--- config.mk ---
export PLATFORM = sky130hd
export DESIGN_NAME = mem_port_arbiter
export DESIGN_NICKNAME = d
export VERILOG_FILES = /design/src/rtl/mem_port_arbiter.sv
export SDC_FILE = /design/constraint.sdc
export NUM_CORES = 1
export LEC_CHECK = 0
export ABC_AREA = 1
export ABC_CLOCK_PERIOD_IN_PS = 4600
export CAP_MARGIN = 15
export CORE_AREA = 2 2 105 107
export CTS_CLUSTER_SIZE = 28
export DETAILED_ROUTE_END_ITERATION = 16
export DIE_AREA = 0 0 107 109
export PLACE_DENSITY_LB_ADDON = 0.15
export SLEW_MARGIN = 20
export SYNTH_ARGS = -nofsm -noshare
export SYNTH_HDL_FRONTEND = slang
export SYNTH_SLANG_ARGS = --single-unit
--- constraint.sdc ---
create_clock -name clk -period 4.6 [get_ports clk]
set_input_delay 1.38 -clock clk [delete_from_list [all_inputs] [get_ports clk]]
set_output_delay 1.38 -clock clk [all_outputs]
set_load 0.01 [all_outputs]
--- src/rtl/mem_port_arbiter.sv ---
// mem_port_arbiter
// Shares one single-port memory between the instruction-fetch path (if_*)
// and the load/store path (d_*). One access is in flight at a time; a
// granted access is held for MEM_LAT cycles and completes with a
// one-cycle rvalid pulse to its owner. Ties are broken round-robin.
//
// Ports:
//   clk, reset          clock (rising edge), async active-low reset
//   if_req/if_addr      fetch request (always a read), held until if_gnt
//   if_gnt/if_rvalid    fetch accepted / fetch data valid (if_rdata)
//   d_req/d_we/d_addr/d_wdata  data request, held until d_gnt
//   d_gnt/d_rvalid      data accepted / read data valid or write done (d_rdata)
//   mem_en/mem_we/mem_addr/mem_wdata/mem_rdata  memory port
//   busy                access in flight
//
// state | meaning
// IDLE  | no access in flight; arbitrate and issue in the same cycle
// WAIT  | counting memory latency; rvalid on the last count
module mem_port_arbiter #(
    parameter int ADDR_W  = 32,
    parameter int DATA_W  = 32,
    parameter int MEM_LAT = 2
) (
    input  logic              clk,
    input  logic              reset,
    input  logic              if_req,
    input  logic [ADDR_W-1:0] if_addr,
    output logic              if_gnt,
    output logic              if_rvalid,
    output logic [DATA_W-1:0] if_rdata,
    input  logic              d_req,
    input  logic              d_we,
    input  logic [ADDR_W-1:0] d_addr,
    input  logic [DATA_W-1:0] d_wdata,
    output logic              d_gnt,
    output logic              d_rvalid,
    output logic [DATA_W-1:0] d_rdata,
    output logic              mem_en,
    output logic              mem_we,
    output logic [ADDR_W-1:0] mem_addr,
    output logic [DATA_W-1:0] mem_wdata,
    input  logic [DATA_W-1:0] mem_rdata,
    output logic              busy
);

    localparam int CNT_W = $clog2(MEM_LAT + 1);

    typedef enum logic {
        IDLE = 1'b0,
        WAIT = 1'b1
    } state_t;

    // Requester encoding for owner/last: 0 = fetch, 1 = data.
    localparam logic SEL_IF = 1'b0;
    localparam logic SEL_D  = 1'b1;

    state_t             state, state_nxt;
    logic               owner, last;
    logic               owner_we;
    logic [CNT_W-1:0]   cnt;
    logic               sel_d;
    logic               issue;
    logic               done;

    // Data wins when it is the only requester, or on a tie when fetch went last.
    assign sel_d = d_req && (!if_req || (last == SEL_IF));

    always_ff @(posedge clk or negedge reset) begin
        if (!reset) begin
            state    <= IDLE;
            cnt      <= '0;
            owner    <= SEL_IF;
            last     <= SEL_D;
            owner_we <= 1'b0;
        end else begin
            state <= state_nxt;
            if (issue) begin
                owner    <= sel_d;
                last     <= sel_d;
                owner_we <= sel_d && d_we;
                cnt      <= CNT_W'(MEM_LAT);
            end else if (state == WAIT) begin
                cnt <= cnt - CNT_W'(1);
            end
        end
    end

    always_comb begin
        state_nxt = state;
        issue     = 1'b0;
        done      = 1'b0;
        if_gnt    = 1'b0;
        d_gnt     = 1'b0;
        mem_en    = 1'b0;
        mem_we    = 1'b0;
        mem_addr  = '0;
        mem_wdata = '0;
        if_rvalid = 1'b0;
        d_rvalid  = 1'b0;
        if_rdata  = '0;
        d_rdata   = '0;
        busy      = 1'b0;

        // Everything is forced low while reset is held, combinational paths included.
        if (reset) begin
            case (state)
                IDLE: begin
                    if (if_req || d_req) begin
                        issue     = 1'b1;
                        state_nxt = WAIT;
                        mem_en    = 1'b1;
                        if (sel_d) begin
                            d_gnt     = 1'b1;
                            mem_we    = d_we;
                            mem_addr  = d_addr;
                            mem_wdata = d_wdata;
                        end else begin
                            if_gnt   = 1'b1;
                            mem_addr = if_addr;
                        end
                    end
                end
                WAIT: begin
                    busy = 1'b1;
                    if (cnt == CNT_W'(1)) begin
                        done      = 1'b1;
                        state_nxt = IDLE;
                    end
                end
                default: state_nxt = IDLE;
            endcase

            if (done) begin
                if (owner == SEL_D) begin
                    d_rvalid = 1'b1;
                    d_rdata  = owner_we ? '0 : mem_rdata;
                end else begin
                    if_rvalid = 1'b1;
                    if_rdata  = mem_rdata;
                end
            end
        end
    end

endmodule

# Word-level counts from Yosys, hierarchy flattened
# Index checks and enable logic that the tools add are counted.
[op_classes]
add_sub_neg = 1
n_eq_ne = 1
mux = 45
bitwise = 2
reduce_logical = 6
[ops]
columns = ["operator", "count"]
rows = [
  ["two-way mux 32 bit", 15],
  ["two-way mux 1 bit", 27],
  ["two-way mux 2 bit", 2],
  ["== test 2 x 1 -> 1 bit (second input constant)", 1],
  ["logical AND 1 bit", 2],
  ["logical OR 1 bit", 2],
  ["NOT 1 bit", 2],
  ["case mux 1 bit (2 select lines)", 1],
  ["nonzero test 2 bit", 1],
  ["subtractor 2 x 1 -> 2 bit (second input constant)", 1],
  ["logical NOT 1 bit", 1],
]
[totals]
reg_bits = 6
input_bits = 133
output_inout_bits = 135
elab_cells = 60

# Depth between registers and ports, before layout
[depth]
ltp_word = 7
mapped_depth = 7

# Worst setup path after synthesis
# Ideal clock, no wire load.
[synth_timing]
kind = "input-to-output"
from = "input if_req"
to = "output mem_wdata[22]"
arrival_time_ns = 2.072
required_ns = 3.220
setup_slack_ns = 1.148
path_stages = 6
n_path_buf = 1
cell_sequence = "nand2_1 -> nand2_2 -> nor2_8 -> inv_4 -> buf_6 -> nor2_1"
[synth_between]
elab_chain_cells = 7
word_cells_on_any_way = 8
cone_classes = "mux (4); reduce/logical (4)"
[synth_lines]
columns = ["item", "line", "text"]
rows = [
  ["from (decl)", "26", "input logic if_req,"],
  ["logical NOT 1 bit", "66", "assign sel_d = d_req && (!if_req || (last == SEL_IF));"],
  ["logical OR 1 bit", "66", ""],
  ["logical AND 1 bit", "66", ""],
  ["two-way mux 32 bit", "112", "if (sel_d) begin"],
  ["two-way mux 32 bit *", "108", "if (if_req || d_req) begin"],
  ["two-way mux 32 bit *", "106", "case (state)"],
  ["two-way mux 32 bit *", "105", "if (reset) begin"],
  ["to (decl)", "41", "output logic [DATA_W-1:0] mem_wdata,"],
]
# Every way passes the cells marked *; elsewhere a longest branch is shown, timed or not.

# Final worst setup path
[layout_timing]
from = "input d_req"
to = "output mem_wdata[14]"
[layout_between]
elab_chain_cells = 5
word_cells_on_any_way = 6
cone_classes = "mux (4); reduce/logical (2)"
[layout_lines]
columns = ["item", "line", "text"]
rows = [
  ["from (decl)", "31", "input logic d_req,"],
  ["logical AND 1 bit", "66", ""],
  ["two-way mux 32 bit", "112", ""],
  ["two-way mux 32 bit *", "108", ""],
  ["two-way mux 32 bit *", "106", ""],
  ["two-way mux 32 bit *", "105", ""],
]
# Marks and branches as above.

==> out/metrics.csv <==
metric,value,unit
status,finished clean,
cts_tree,yes,
hp-class,register to register,
worst_pin_slew,0.995,ns
min_to,last,
max_cap_viol_count,0,
layout.cells.non_filler,754,
fmax,227,MHz
synthTopCellsByArea,"nand3_1 (18%), inv_1 (16%), nand2_1 (16%)",
finalSetupTns,0,ns
initial_core_util,0.169,
dp_hpwl,7230,um
regToRegSetupSlack,3.21,ns
drtAntennaViolNets,0,
holdPathStages,2,
sw_frac_of_total,0.457,
vias,3080,
skew,0.00829,ns
p_per_area,211,nW/um^2
p_total,0.000980,W
synth.avg_cell_area,4.97,um^2
cp-start-kind,primary input,
combPwrFrac,0.814,
dp_cells,750,
sequentialPowerShare,0.101,
finalWirelength,8800,um
yosysTopAreaCellShare,0.179,
reg2reg_depth,5,
io_pins,268,
reg2reg_from,last,
crit_fanout,34,
clockRootBuffer,clkbuf_8,
period_share,0.957,
synth_seq_cells,6,
power.switching,0.000448,W
syn_nets,494,
cp.arrival,3.02,ns
clk_latency,0.22,ns
grt_max_degree,35,
min_from,last,
drive_above_1_share,0.0619,
ys_types,21,
drc_errors,0,
path_class,primary input to primary output,
port-buffer-count,267,
clkTransAtPathRegs,0.03,ns
hold_violations,0,
hold_buffers,0,
n_fill_cell,1079,
mostFrequentLayoutCells,"clkdlybuf4s50_1 (266), inv_1 (74), nand2_1 (74)",
core_area,10600,um^2
slew_violations,0,
cp-end-kind,primary output,
intPower,0.000532,W
num_rows,38,
p_leak,2.11,nW
synth_largest_area_cell,nand3_1,
relSlewSlack,0.336,
timing.rr.end,owner,
ir_worst_vdd,0.119,mV
die-area,11700,um^2
clock_power_share,0.085,
gr-usage-all-layers,0.137,
drt_iter0_markers,182,
min_period,4.40,ns
die_h,109,um
grt_pass1_vias,2819,
wl_per_cell,11.7,um
netlist_area,1790,um^2
overflow,0,
rsz0062_at_grt,no,
antenna_found_initial,0,
cts_made_buffers,3,
grt_pass1_wl,13300,um
h-tree-depth,1,
area_growth,160,%
place.gp.congestion,0.807,
synth_cells,360,
yosys_warnings,0,
cts.sinks,6,
diodes,0,
cts_buffer_depth,2,
first_pass_iters,7,
setup_viol,0,
final_common_cell,clkdlybuf4s50_1,
synth-seq-area-share,0.0846,
nNetsFinal,749,
worstPathRequired,3.22,ns
via_per_inst,4.08,
post-route-util,0.439,
die_w,107,um
cells in the mapped netlist:
| master | count |
|---|---|
| ha_1 | 1 |
| nand2_4 | 1 |
| nor3_1 | 33 |
| dfrtp_1 | 5 |
| clkbuf_1 | 5 |
| buf_1 | 3 |
| xnor2_1 | 1 |
| nor2_1 | 54 |
| buf_2 | 8 |
| nand2_2 | 2 |
| nand2_1 | 74 |
| nor2_8 | 2 |
| buf_6 | 8 |
| buf_4 | 4 |
| inv_2 | 1 |
| inv_4 | 1 |
| nor2_2 | 16 |
| nand3_1 | 64 |
| inv_1 | 74 |
| dfstp_2 | 1 |
| o21ai_0 | 2 |
flip-flops by register name (all words and copies together), names as in the netlist:
register	cells
cnt	2
last	1
owner	1
owner_we	1
state	1
power by group through the flow:
stage               registers, W  logic, W  clock network (W)
finish                 0.0000985  0.000798          0.0000834
global route            0.000104  0.000875          0.0000886
floorplan              0.0000951  0.000416                  0
CTS                    0.0000986  0.000807          0.0000850
detailed placement     0.0000992  0.000803                  0
global placement       0.0000996  0.000806                  0
critical path, cell delays in order:
cell and delay, ns:
clkdlybuf4s50_1 0.49, nand2_2 0.13, nor2_8 0.15, inv_4 0.16, nor2_1 0.13, clkdlybuf4s50_1 0.57
repair_timing:
| item | CTS | global route |
|---|---|---|
| setup endpoints to repair | 0 | 80 |
| resized for setup | 0 | 1 |
| setup buffers | 0 | 0 |
layout make-up:
cell class | instances | area [um^2] | share of cell area
repair buffers | 278 | 2830 | 0.609
multi-input cells | 250 | 1160 | 0.250
well taps | 140 | 175 | 0.0376
clock buffers | 4 | 45.0 | 0.00968
flip-flops and latches | 6 | 151 | 0.0325
inverters | 76 | 288 | 0.0618
stage by stage:
step | worst slack, ns | hold slack, ns | cell area, um^2
4_1_cts | 0.0201 | 0.466 | 4650
3_3_place_gp | 0.0590 | 0.456 | 4610
6_report | 0.197 | 0.463 | 4650
3_5_place_dp | 0.0263 | 0.461 | 4610
5_1_grt | 0.0888 | 0.499 | 4650
2_1_floorplan | 1.15 | 0.442 | 1790
layer usage:
layer	part of all wire	wire, um	global-route usage	vias up
li1	-	-	-	1593
met1	0.37	3270	0.150	1329
met2	0.51	4530	0.262	154
met3	0.11	953	0.0430	4
met4	0.0049	43	0.0204	0
met5	0	0	0	-
worst max-delay path by stage:
stage                     startpoint             to  slack [ns]
after CTS                      reset  mem_wdata[14]        0.02
after global routing           d_req  mem_wdata[12]        0.09
after floorplan               if_req  mem_wdata[22]        1.15
final                          d_req  mem_wdata[14]        0.20
after global placement         reset    d_rdata[13]        0.06
after detailed placement       reset  mem_wdata[14]        0.03
kinds of logic (layout without fill, tap and decap cells):
family	after synthesis	in the layout	synth area share
simple gates	246	246	0.631
buf+inv	104	358	0.267
flops	6	6	0.0846
compound gates	2	2	0.00559
fa+ha+maj	1	1	0.00699
xor+xnor	1	1	0.00489
Note: power is estimated with default switching activity, not from simulation.
